**config.mk**
```make
export PLATFORM = sky130hd
export DESIGN_NAME = phase_ctrl
export DESIGN_NICKNAME = d
export VERILOG_FILES = /design/src/rtl/phase_ctrl.sv
export SDC_FILE = /design/constraint.sdc
export NUM_CORES = 1
export LEC_CHECK = 0
export CAP_MARGIN = 20
export CORE_MARGIN = 2
export CORE_UTILIZATION = 60
export CTS_BUF_LIST = sky130_fd_sc_hd__clkbuf_2
export CTS_CLUSTER_DIAMETER = 60
export DETAILED_ROUTE_END_ITERATION = 7
export DONT_BUFFER_PORTS = 1
export PLACE_DENSITY = 0.72
export SLEW_MARGIN = 0
export SYNTH_ARGS = -nofsm -noshare
export SYNTH_HDL_FRONTEND = slang
export SYNTH_SLANG_ARGS = --single-unit
```
**constraint.sdc**
```tcl
create_clock -name clk -period 2.6 [get_ports clk]
set_clock_uncertainty 0.1 [all_clocks]
set_input_delay 0.52 -clock clk [delete_from_list [all_inputs] [get_ports clk]]
set_output_delay 0.52 -clock clk [all_outputs]
set_load 0.01 [all_outputs]
```
**src/rtl/phase_ctrl.sv**
```systemverilog
// Five-phase instruction sequencer (fetch, read, execute, memory, writeback) with
// idle/halt states, per-phase strobes and a wrapping retired-instruction counter.
module phase_ctrl #(
   parameter int CNT_W = 16
) (
   input  logic             clk,
   input  logic             rst,
   input  logic             run,
   input  logic             stop,
   input  logic             mem_wait,
   input  logic             halt_req,
   input  logic             mem_op,
   input  logic             mem_wr,
   input  logic             wb_en,
   output logic [2:0]       phase,
   output logic [4:0]       ph_onehot,
   output logic             ir_we,
   output logic             pc_we,
   output logic             rf_we,
   output logic             mem_re,
   output logic             dmem_we,
   output logic             busy,
   output logic             halted,
   output logic [CNT_W-1:0] instr_count
);

   // Active phases share their encoding with the phase output value.
   typedef enum logic [2:0] {
      S_F    = 3'd0,
      S_R    = 3'd1,
      S_X    = 3'd2,
      S_M    = 3'd3,
      S_W    = 3'd4,
      S_IDLE = 3'd5,
      S_HALT = 3'd6
   } state_t;

   state_t state, next;

   always_ff @(posedge clk) begin
      if (rst) begin
         state       <= S_IDLE;
         instr_count <= '0;
      end else begin
         state <= next;
         if (state == S_W)
            instr_count <= instr_count + 1'b1;
      end
   end

   always_comb begin
      next    = state;
      ir_we   = 1'b0;
      pc_we   = 1'b0;
      rf_we   = 1'b0;
      mem_re  = 1'b0;
      dmem_we = 1'b0;
      case (state)
         S_IDLE: if (run) next = S_F;
         S_F: begin
            mem_re = 1'b1;
            if (!mem_wait) begin
               ir_we = 1'b1;
               next  = S_R;
            end
         end
         S_R:    next = halt_req ? S_HALT : S_X;
         S_X:    next = mem_op ? S_M : S_W;
         S_M: begin
            if (mem_wr) dmem_we = !mem_wait;
            else        mem_re  = 1'b1;
            if (!mem_wait) next = S_W;
         end
         S_W: begin
            pc_we = 1'b1;
            rf_we = wb_en;
            next  = stop ? S_IDLE : S_F;
         end
         S_HALT: next = S_HALT;
         default: next = S_IDLE;
      endcase
      // Strobes are suppressed while reset is held, whatever state we came from.
      if (rst) begin
         ir_we   = 1'b0;
         pc_we   = 1'b0;
         rf_we   = 1'b0;
         mem_re  = 1'b0;
         dmem_we = 1'b0;
      end
   end

   always_comb begin
      phase     = 3'd7;
      ph_onehot = 5'b00000;
      busy      = 1'b0;
      halted    = 1'b0;
      case (state)
         S_F: begin phase = 3'd0; ph_onehot = 5'b00001; busy = 1'b1; end
         S_R: begin phase = 3'd1; ph_onehot = 5'b00010; busy = 1'b1; end
         S_X: begin phase = 3'd2; ph_onehot = 5'b00100; busy = 1'b1; end
         S_M: begin phase = 3'd3; ph_onehot = 5'b01000; busy = 1'b1; end
         S_W: begin phase = 3'd4; ph_onehot = 5'b10000; busy = 1'b1; end
         S_HALT: halted = 1'b1;
         default: ;
      endcase
   end

endmodule

```
==> results.txt <==
The critical path endpoint category is an output pin. The number of pins with negative max-slew slack in the final report came out at 0. The H-tree depth is 1. The multiplexer share of the synthesized area came out at 0%.

The power per standard cell area is 718.4 nW/um2. For this design the static power due to leakage is ~0.00034 uW. The width of the die is around 45 um.

The cell row count came out at 14. The arithmetic-cell share of the synthesized area counting full adders, half adders and majority gates is roughly 1.3%. The worst setup path is launched from a flop. The total global-route track usage came out at 21.48%. The clock latency at the later pin of the worst-skew pair came out at between 0.3 and 0.4 ns. The post-synthesis sequential area ratio came out at between 30% and 40%. The synthesis-to-layout area growth came out at 1.754%. The vertical extent of the die came out at about 45 um. The data required time of the worst path came out at just under 2 ns. The effective utilization at floorplan came out at 64.77%.

The netlist area before placement is 998.5 um2. Dividing the detail-routed wire length by the instance count gives 13.99 um. In the final layout, the share of cells above drive strength 1 is slightly above 7%. The slowest stage of the critical path belongs to the cell or3b_4.

The final routed DRC violation total is 0. The count of buffers inserted at the top-level ports came out at 0. The number of nets produced by synthesis came out at ~140. The first detailed-routing pass took 4 iterations. The number of warnings issued by yosys came out at 0. The setup path with the least slack is of type flop to output pin. The cell count after synthesis came out at roughly 130. The number of global-route vias before repair came out at 755. Data on the critical path arrives at its endpoint at about 1.7 ns. The commonest cells after synthesis are dfxtp_1, nor2_1, nand2_1. The routed design has 1987 um of wire. The largest total area in the synthesized netlist belongs to dfxtp_1. After detailed routing, the number of vias per cell comes to around 6.0. The global-route wire length before repair came out at around 3200 um. The detailed router finished its first iteration with 13 violations. In the synthesized netlist the dominant register cell turns out to be dfxtp_1. The number of antenna violations at the first check in global routing came out at 0. For the pin with the worst max-slew slack, the measured transition is ~0.61 ns. Setup violations remaining at the end of the flow were counted as 0. The tightest hold path in the finished design has a slack of ~0.15 ns. The clock-pin transition on the worst setup and hold timing paths came out at about 0.18 ns. The remaining number of nets flagged by the antenna check after routing is 0. The normalized max-slew margin came out at between 50% and 60%. The maximum single-stage delay on the critical path is around 0.49 ns. The compound-gate portion of the synthesized area came out at between 10 and 15%. The top fanout value on the critical path is 13. The number of buffers on the longest clock path is 2.

The final layout contains between 100 and 150 nets. The final hold violation count came out at 0. The final RePlAce weighted congestion is ~0.8.

The synthesized area divided by synthesized cell count is 7.862 um2. The maximum ir drop on the vdd rail is approximately 0.46 mV. Counting flops and latches in the post-synthesis netlist gives 19. After synthesis, the largest family of logic cells by area is simple AND/OR/NAND/NOR gates. Once layout is done, the placed cells without fillers occupy 1016 um2. The fraction of registers with async set or reset after synthesis came out at 0%. Hold repair after CTS inserted 0 buffers. The routed layout has ~850 vias. The distinct cell type count of the synthesized netlist is 32.

The run finished with clean final reports. The root buffer cell is clkbuf_2. The number of maximum-capacitance constraint violations is 0. Summing the areas of all and, or, nand and nor instances in the mapped netlist gives 30.58% of the synthesized area. In this run the cell area measured after placement is 994.7 um2. The number of placed instances with taps included came out at between 100 and 150. The critical path goes through or3b_4, nor2_1, and2_1. Global routing finished with a remaining overflow of 0. The pin count of the biggest net entering global routing is 24. The number of buffers created by CTS came out at 3. The count of clock tree sinks is 19. The diode insertion count for antenna repair came out at 0.

Summed over all nets, the half-perimeter wirelength after detailed placement is between 1000 and 1500 um. The fmax is about 0.43 GHz. The synthesized-area fraction occupied by xor and xnor cells came out at roughly a tenth. The setup TNS after final layout is 0 ns. After synthesis, the cell types taking the most area are dfxtp_1, xnor2_1, nor2_1.

The non-filler instance count after layout came out at roughly 140. The boundary pin count came out at 40. The path class of the tightest hold or removal check is input port to flop. Among all cell types in the netlist, the one instantiated most often is dfxtp_1.

The share of the clock period used by the worst path after layout is roughly nine tenths. Setup repair after global routing left no endpoint under its margin. Of the post-synthesis cell area, the dominant cell type holds between 30% and 40%. The total area inside the core boundary comes to 1541 um2.

The die area came out at roughly 2000 um2. The number of enable-type register cells in the synthesized netlist came out at 0. TritonCTS built the clock tree. The clock period minus worst slack is 2.317 ns.
-- metal layers --
metal | GRT usage [%] | routed length [um]
met5 | 0 | 0
met4 | 5.294 | 18
met3 | 8.400 | 119
met2 | 36.52 | 962
met1 | 25.44 | 887
-- state kept, by name, indices dropped and copies added, names as in the netlist --
| register | flops |
|---|---|
| state | 3 |
| instr_count | 16 |
-- area by class of cell --
| cell class | count | area [um2] |
|---|---|---|
| Inverter | 7 | 26.28 |
| Tap cell | 16 | 20.02 |
| Multi-Input combinational cell | 94 | 553.0 |
| Sequential cell | 19 | 381.6 |
| Timing Repair Buffer | 2 | 15.01 |
| Clock buffer | 3 | 15.01 |
| Fill cell | 147 | 525.5 |
| Clock inverter | 1 | 5.005 |
-- logic make-up after synthesis --
family / Yosys count
adders and majority gates: 1
xor gates and xnor gates: 11
and+or+nand+nor: 58
buffers and inverters: 14
DFF: 19
AOI/OAI and AO/OA: 24
-- worst max-delay path, delay by kind of cell (launching register included) --
kind	cells	cell delay [ns]
flops	1	0.45
simple gates	3	0.95
-- stage by stage --
step                      setup WS (ns)  total power, uW  utilization [%]
after floorplan                  0.5402            592.7                -
after global placement           0.5079            604.2            64.53
after detailed placement         0.4555            610.3            64.53
after CTS                        0.1776            735.5            65.83
after global routing             0.1257            786.8            65.91
final                            0.2825            729.8            65.91
-- where the power goes --
part | total [uW] | internal, uW | leakage [uW] | switching (uW)
clock | 124 | 34.8 | 0.0000164 | 88.9
combinational | 243 | 88.6 | 0.000173 | 155
sequential | 363 | 318 | 0.000154 | 45.0
-- final timing paths --
kind	from	depth (start not counted)	to	slack, ns
worst max-delay path	state[1]	3	rf_we	0.28
worst min-delay path	rst	1	instr_count[6]	0.15
worst max register to register	state[1]	4	instr_count[13]	0.42
worst min register to register	instr_count[15]	2	instr_count[15]	0.44
-- repair_timing --
| item | CTS | global route |
|---|---|---|
| resized for setup | 0 | 1 |
| setup buffers | 0 | 0 |
| setup endpoints to repair | 0 | 1 |
-- layout by cell type (no fill, tap or decap), drive strengths merged, types with 2 or more instances in the layout --
master and instances:
a21oi 10, a31oi 2, and3 2, buf 2, clkbuf 3, clkinv 2
dfxtp 19, inv 6, nand2 11, nand2b 3, nand3 4, nand4 3
nand4b 2, nor2 14, nor3 8, nor4 2, o21ai 8, or3 4
or4 2, xnor2 7, xor2 4
No activity file was read; power rests on OpenSTA's default activity.
